===== config.mk =====
export PLATFORM = sky130hd
export DESIGN_NAME = display_scan_decoder
export DESIGN_NICKNAME = d
export VERILOG_FILES = /design/src/rtl/display_glyph_pkg.sv /design/src/rtl/seg_glyph_decode.sv /design/src/rtl/display_scan_decoder.sv
export SDC_FILE = /design/constraint.sdc
export NUM_CORES = 1
export LEC_CHECK = 0
export BUFFER_PORTS_ARGS = -buffer_cell sky130_fd_sc_hd__buf_2
export CAP_MARGIN = 20
export CORE_MARGIN = 2
export CORE_UTILIZATION = 45
export DETAILED_ROUTE_END_ITERATION = 6
export SETUP_SLACK_MARGIN = 0.4
export SLEW_MARGIN = 0
export SYNTH_ARGS = -nofsm -noshare
export SYNTH_HDL_FRONTEND = slang
export SYNTH_SLANG_ARGS = --single-unit

===== constraint.sdc =====
create_clock -name clk_in -period 3.5 [get_ports clk_in]
set_input_delay 0.35 -clock clk_in [delete_from_list [all_inputs] [get_ports clk_in]]
set_output_delay 0.35 -clock clk_in [all_outputs]
set_load 0.005 [all_outputs]

===== src/rtl/display_glyph_pkg.sv =====
// Shared constants for the 7-segment scan decoder: glyph patterns, letter codes,
// digit-base encodings, message words and the decoded message state.
package display_glyph_pkg;

  localparam logic [6:0] GLYPH_S     = 7'h12;
  localparam logic [6:0] GLYPH_T     = 7'h07;
  localparam logic [6:0] GLYPH_P     = 7'h0C;
  localparam logic [6:0] GLYPH_J     = 7'h61;
  localparam logic [6:0] GLYPH_U     = 7'h63;
  localparam logic [6:0] GLYPH_M     = 7'h48;
  localparam logic [6:0] GLYPH_L     = 7'h47;
  localparam logic [6:0] GLYPH_O     = 7'h40;
  localparam logic [6:0] GLYPH_W     = 7'h62;
  localparam logic [6:0] GLYPH_E     = 7'h06;
  localparam logic [6:0] GLYPH_N     = 7'h2B;
  localparam logic [6:0] GLYPH_D     = 7'h01;
  localparam logic [6:0] GLYPH_BLANK = 7'h7F;

  localparam logic [3:0] CODE_S     = 4'h0;
  localparam logic [3:0] CODE_T     = 4'h1;
  localparam logic [3:0] CODE_P     = 4'h2;
  localparam logic [3:0] CODE_J     = 4'h3;
  localparam logic [3:0] CODE_U     = 4'h4;
  localparam logic [3:0] CODE_M     = 4'h5;
  localparam logic [3:0] CODE_L     = 4'h6;
  localparam logic [3:0] CODE_O     = 4'h7;
  localparam logic [3:0] CODE_W     = 4'h8;
  localparam logic [3:0] CODE_E     = 4'h9;
  localparam logic [3:0] CODE_N     = 4'hA;
  localparam logic [3:0] CODE_D     = 4'hB;
  localparam logic [3:0] CODE_ERR   = 4'hE;
  localparam logic [3:0] CODE_BLANK = 4'hF;

  localparam logic [2:0] BASE_D0   = 3'b110;
  localparam logic [2:0] BASE_D1   = 3'b101;
  localparam logic [2:0] BASE_D2   = 3'b011;
  localparam logic [2:0] BASE_IDLE = 3'b111;

  localparam logic [11:0] MSG_STOP  = 12'h012;
  localparam logic [11:0] MSG_JUMP  = 12'h345;
  localparam logic [11:0] MSG_LOW   = 12'h678;
  localparam logic [11:0] MSG_END   = 12'h9AB;
  localparam logic [11:0] MSG_BLANK = 12'hFFF;

  typedef enum logic [2:0] {
    ST_NONE    = 3'd0,
    ST_STOP    = 3'd1,
    ST_JUMP    = 3'd2,
    ST_LOW     = 3'd3,
    ST_END     = 3'd4,
    ST_UNKNOWN = 3'd7
  } msg_state_e;

  function automatic msg_state_e msg_decode(input logic [11:0] word);
    case (word)
      MSG_STOP:  return ST_STOP;
      MSG_JUMP:  return ST_JUMP;
      MSG_LOW:   return ST_LOW;
      MSG_END:   return ST_END;
      MSG_BLANK: return ST_NONE;
      default:   return ST_UNKNOWN;
    endcase
  endfunction

endpackage


===== src/rtl/seg_glyph_decode.sv =====
// Combinational reverse lookup: 7-segment glyph to 4-bit letter code.
module seg_glyph_decode
  import display_glyph_pkg::*;
(
  input  logic [6:0] glyph,
  output logic [3:0] code,
  output logic       valid
);

  always_comb begin
    valid = 1'b1;
    case (glyph)
      GLYPH_S:     code = CODE_S;
      GLYPH_T:     code = CODE_T;
      GLYPH_P:     code = CODE_P;
      GLYPH_J:     code = CODE_J;
      GLYPH_U:     code = CODE_U;
      GLYPH_M:     code = CODE_M;
      GLYPH_L:     code = CODE_L;
      GLYPH_O:     code = CODE_O;
      GLYPH_W:     code = CODE_W;
      GLYPH_E:     code = CODE_E;
      GLYPH_N:     code = CODE_N;
      GLYPH_D:     code = CODE_D;
      GLYPH_BLANK: code = CODE_BLANK;
      default: begin
        code  = CODE_ERR;
        valid = 1'b0;
      end
    endcase
  end

endmodule


===== src/rtl/display_scan_decoder.sv =====
// Monitors a multiplexed 3-digit 7-segment bus, recovers letter codes per digit
// and publishes a 12-bit frame once it has repeated STABLE_FRAMES times.
module display_scan_decoder
  import display_glyph_pkg::*;
#(
  parameter int unsigned SETTLE_CYCLES = 16,
  parameter int unsigned STABLE_FRAMES = 2,
  parameter int unsigned SYNC_STAGES   = 2
) (
  input  logic        clk_in,
  input  logic        reset_n,
  input  logic [6:0]  iSegmentos_Display,
  input  logic [2:0]  iBase_Segmentos,
  output logic [11:0] code,
  output logic        code_valid,
  output logic [2:0]  msg_state,
  output logic        glyph_err
);

  localparam int unsigned CW = $clog2(SETTLE_CYCLES + 1);
  localparam int unsigned SW = $clog2(STABLE_FRAMES + 1);

  logic [9:0]  sync_q [SYNC_STAGES];
  logic [9:0]  sync_d [SYNC_STAGES];
  logic [CW-1:0] cnt_q, cnt_d;
  logic [2:0]  mask_q, mask_d;
  logic [11:0] frame_q, frame_d;
  logic [11:0] cand_q, cand_d;
  logic [SW-1:0] stable_q, stable_d;
  logic [11:0] code_q, code_d;
  logic        valid_q, valid_d;
  msg_state_e  msg_q, msg_d;
  logic        gerr_q, gerr_d;

  logic [9:0]  bus_cur, bus_nxt;
  logic [6:0]  seg_cur;
  logic [2:0]  base_cur, sel;
  logic        base_legal, capture;
  logic [3:0]  dec_code;
  logic        dec_valid;
  logic [11:0] frame_new;

  seg_glyph_decode u_decode (
    .glyph (seg_cur),
    .code  (dec_code),
    .valid (dec_valid)
  );

  always_comb begin
    sync_d[0] = {iSegmentos_Display, iBase_Segmentos};
    for (int unsigned i = 1; i < SYNC_STAGES; i++) sync_d[i] = sync_q[i-1];
  end

  // Change detection looks at the value about to enter the last stage, so the
  // counter is already zero on the first cycle a new bus value is visible.
  assign bus_cur    = sync_q[SYNC_STAGES-1];
  assign bus_nxt    = sync_q[SYNC_STAGES-2];
  assign seg_cur    = bus_cur[9:3];
  assign base_cur   = bus_cur[2:0];
  assign sel        = ~base_cur;
  assign base_legal = (base_cur == BASE_D0) || (base_cur == BASE_D1) || (base_cur == BASE_D2);
  assign capture    = base_legal && (cnt_q == CW'(SETTLE_CYCLES - 1));

  always_comb begin
    frame_new = frame_q;
    for (int unsigned i = 0; i < 3; i++) begin
      if (sel[i]) frame_new[4*i +: 4] = dec_code;
    end
  end

  always_comb begin
    cnt_d    = cnt_q;
    mask_d   = mask_q;
    frame_d  = frame_q;
    cand_d   = cand_q;
    stable_d = stable_q;
    code_d   = code_q;
    valid_d  = 1'b0;
    msg_d    = msg_q;
    gerr_d   = 1'b0;

    if (bus_nxt != bus_cur)                 cnt_d = '0;
    else if (cnt_q != CW'(SETTLE_CYCLES))   cnt_d = cnt_q + 1'b1;

    if (capture) begin
      gerr_d  = ~dec_valid;
      frame_d = frame_new;
      if ((mask_q | sel) == 3'b111) begin
        mask_d = '0;
        if (frame_new == cand_q) begin
          if (stable_q != SW'(STABLE_FRAMES)) stable_d = stable_q + 1'b1;
        end else begin
          cand_d   = frame_new;
          stable_d = SW'(1);
        end
      end else begin
        mask_d = mask_q | sel;
      end
    end else if (!base_legal && base_cur != BASE_IDLE) begin
      mask_d = '0;
    end

    if (stable_q == SW'(STABLE_FRAMES) && cand_q != code_q) begin
      code_d  = cand_q;
      valid_d = 1'b1;
      msg_d   = msg_decode(cand_q);
    end
  end

  always_ff @(posedge clk_in or negedge reset_n) begin
    if (!reset_n) begin
      for (int unsigned i = 0; i < SYNC_STAGES; i++) sync_q[i] <= {7'h7F, BASE_IDLE};
      cnt_q    <= '0;
      mask_q   <= '0;
      frame_q  <= '1;
      cand_q   <= '1;
      stable_q <= '0;
      code_q   <= '1;
      valid_q  <= 1'b0;
      msg_q    <= ST_NONE;
      gerr_q   <= 1'b0;
    end else begin
      for (int unsigned i = 0; i < SYNC_STAGES; i++) sync_q[i] <= sync_d[i];
      cnt_q    <= cnt_d;
      mask_q   <= mask_d;
      frame_q  <= frame_d;
      cand_q   <= cand_d;
      stable_q <= stable_d;
      code_q   <= code_d;
      valid_q  <= valid_d;
      msg_q    <= msg_d;
      gerr_q   <= gerr_d;
    end
  end

  assign code       = code_q;
  assign code_valid = valid_q;
  assign msg_state  = msg_q;
  assign glyph_err  = gerr_q;

endmodule


==> results.yml <==
status:
  status: "finished clean"
cells_and_area:
  syn_to_final_growth_pct: 9.726
  fillers: 828
  diodes: 0
  final_core_util_pct: 51.29
  finalInstanceArea_sq_um: 4517
  nets: 440
  final_common_cell: "dfstp_2"
  drive_above_1_share_pct: 34.73
  layout_common_cells: "56 x dfstp_2, 45 x nand2_1, 28 x buf_2"
timing:
  final.setup.worst_slack_ns: 0.5542
  final-setup-viol-count: 0
  rsz0062_at_grt: "yes"
  finClkSkew_ns: 0.01597
  final_max_slew_viol_count: 0
  tightestPinTransition_ns: 0.7255
  final.setup.tns_ns: 0
  fmax_ghz: 0.3395
  hold_viol: 0
  post-route-period-util_pct: 84.17
  post-route-min-period_ns: 2.946
  slew_headroom_pct: 51.63
cts:
  h-tree-depth: 3
  clk_pin_slew_ns: 0.08
  numCtsBuffers: 9
  cts-root-buf: "clkbuf_8"
  cts_sinks: 71
  clockBufferDepth: 2
  clock_latency_ns: 0.35
  cts_tree: "done"
placement:
  placed_area_sq_um: 4265
  dp_slack_ns: 0.4512
  portBuffers: 28
  dp_hpwl_um: 6192
  place_congestion: 0.8556
routing:
  postRouteAntennaNets: 0
  wl_um: 8875
  drtPass1Iterations: 4
  vias: 3076
  drt_iter0_markers: 182
  avgRoutedWirePerCell_um: 16.53
  drcViolationCount: 0
  via_per_inst: 5.728
synth:
  ys_seq_area_share_pct: 44.86
  syn_area_sq_um: 4116
  avgSynthCellArea_sq_um: 10.09
  ys_ff_latch: 71
  synth_nets: 424
  syn_inst: 408
  synthFlopType: "dfstp_2"
  synth_cell_type_count: 64
  yosys_warnings: 0
  synth_edf_count: 0
  async_flop_share_pct: 100.0
power_and_ir_drop:
  ir_drop_mv: 0.2341
  swShare_pct: 24.35
  p_sw_mw: 0.4153
  power_density_nw_per_um2: 377.6
  intPower_mw: 1.290
  p_leak_nw: 1.856
  p_seq_share_pct: 51.2
  p_comb_share_pct: 6.5
  pwr-share-clk_pct: 42.2
worst_setup_path:
  end_kind: "flop"
  critical_path_required_ns: 3.78
  worstPathCellList: "nor2b_1, nand4_2, and3_1, o2111a_1, or3_1, and4_4, a31oi_2, mux2_4"
  path_buf_inv: 0
  cp_top_family: "simple AND/OR/NAND/NOR gates"
  rr_worst_depth: 8
  reg2reg_to: "cand_q[3]$_DFFE_PN1P_"
  cp_slowest_stage_delay_ns: 0.68
  path_class: "flop to flop"
  crit_slowest_cell: "dfstp_2"
  worstSetupStartpointType: "flop"
  worst_ep_arrival_time_ns: 3.22
  r2r_start: "bus_cur[3]$_DFF_PN1_"
  cp_max_fo: 15
  ff2ff_setup_slack_ns: 0.55
floorplan:
  start_util_pct: 46.75
  core_sq_um: 8806
  io_pins: 29
  dieArea_sq_um: 9929
  fp-row-count: 34
  fp.dieW_um: 99.65
  fp.dieH_um: 99.65
global_route:
  grt_pass1_vias: 2970
  grt_pass1_wl_um: 14720
  antenna_found_initial: 0
  grt_usage_pct: 18.87
  grt_max_degree: 40
  overflow: 0
worst_hold_path:
  hp-class: "primary input to asynchronous set/reset pin"
run:
  drv_cap: 0
[metrics by stage]
stage / instances / power, mW / hold slack [ns]
6_report: 537 / 1.706 / 0.04980
5_1_grt: 537 / 1.773 / 0.06891
4_1_cts: 534 / 1.723 / 0.06903
3_5_place_dp: 518 / 0.9948 / 0.3641
3_3_place_gp: 518 / 0.9945 / 0.3629
2_1_floorplan: 408 / 0.9534 / 0.05441
[how the worst max path moves through the flow]
stage / slack, ns / cells past startpoint / from / endpoint
3_3_place_gp: 0.47 / 8 / bus_cur[3]$_DFF_PN1_ / cand_q[0]$_DFFE_PN1P_
5_1_grt: 0.38 / 8 / bus_cur[3]$_DFF_PN1_ / cand_q[11]$_DFFE_PN1P_
6_report: 0.55 / 8 / bus_cur[3]$_DFF_PN1_ / cand_q[3]$_DFFE_PN1P_
3_5_place_dp: 0.45 / 8 / bus_cur[3]$_DFF_PN1_ / cand_q[0]$_DFFE_PN1P_
2_1_floorplan: 0.75 / 10 / bus_cur[9]$_DFF_PN1_ / cand_q[10]$_DFFE_PN1P_
4_1_cts: 0.42 / 8 / bus_cur[3]$_DFF_PN1_ / cand_q[0]$_DFFE_PN1P_
[state kept, by name, indices dropped and copies added (netlist names)]
name        count
msg_state       3
mask_q          3
code_valid      1
cand_q         12
stable_q        2
frame_q        12
glyph_err       1
code           12
bus_cur        10
bus_nxt        10
cnt_q           5
[timing repair]
item	CTS	global route
gates resized for setup	0	2
hold buffers	0	0
setup endpoints to repair	0	12
buffers inserted	0	2
[Yosys cell counts (4+ instances only)]
master	n	area share, %
a21oi_1	4	0.49
a31oi_1	6	0.91
and3_1	7	1.1
buf_1	4	0.36
clkbuf_1	16	1.5
dfrtp_1	15	9.1
dfstp_2	56	36
ha_1	4	1.2
inv_1	17	1.6
mux2_2	16	4.4
mux2_4	9	3.3
mux2i_1	4	0.97
nand2_1	45	4.1
nand3_1	14	1.7
nand4_1	10	1.5
nor2_1	26	2.4
nor3_1	10	1.2
nor3b_1	4	0.73
nor4_1	4	0.61
o2111ai_1	5	1.1
o21ai_0	26	3.2
o22ai_1	4	0.61
xnor2_1	20	4.3
xor2_1	14	3.0
[per-layer routing]
metal / part of all wire [%] / wire [um] / track usage (%)
met1: 47 / 4154 / 25.17
met2: 47 / 4205 / 29.99
met3: 3.2 / 285 / 4.216
met4: 2.6 / 229 / 7.376
met5: 0 / 0 / 0
[power groups by stage]
stage / Clock (mW) / Combinational [mW] / Sequential, mW
after global placement: 0 / 0.107 / 0.887
after floorplan: 0 / 0.0897 / 0.864
after global routing: 0.771 / 0.124 / 0.877
final: 0.721 / 0.111 / 0.874
after CTS: 0.740 / 0.108 / 0.875
after detailed placement: 0 / 0.107 / 0.887
[area by class of cell]
type / instances / area, sq um / share of cell area, %
clock inverter: 6 / 86.33 / 1.911
multi-input combinational: 292 / 2067 / 45.76
sequential: 71 / 1847 / 40.89
timing repair buffer: 33 / 190.2 / 4.211
inverter: 17 / 63.81 / 1.413
clock buffer: 10 / 127.6 / 2.825
tap: 108 / 135.1 / 2.992
[cell families after synthesis]
logic type / synth area share [%]
flops: 44.86
buf+inv: 5.471
simple gates: 19.06
mux: 8.632
compound gates: 13.28
xor+xnor: 7.234
fa+ha+maj: 1.459
(Power assumes the default switching activity.)
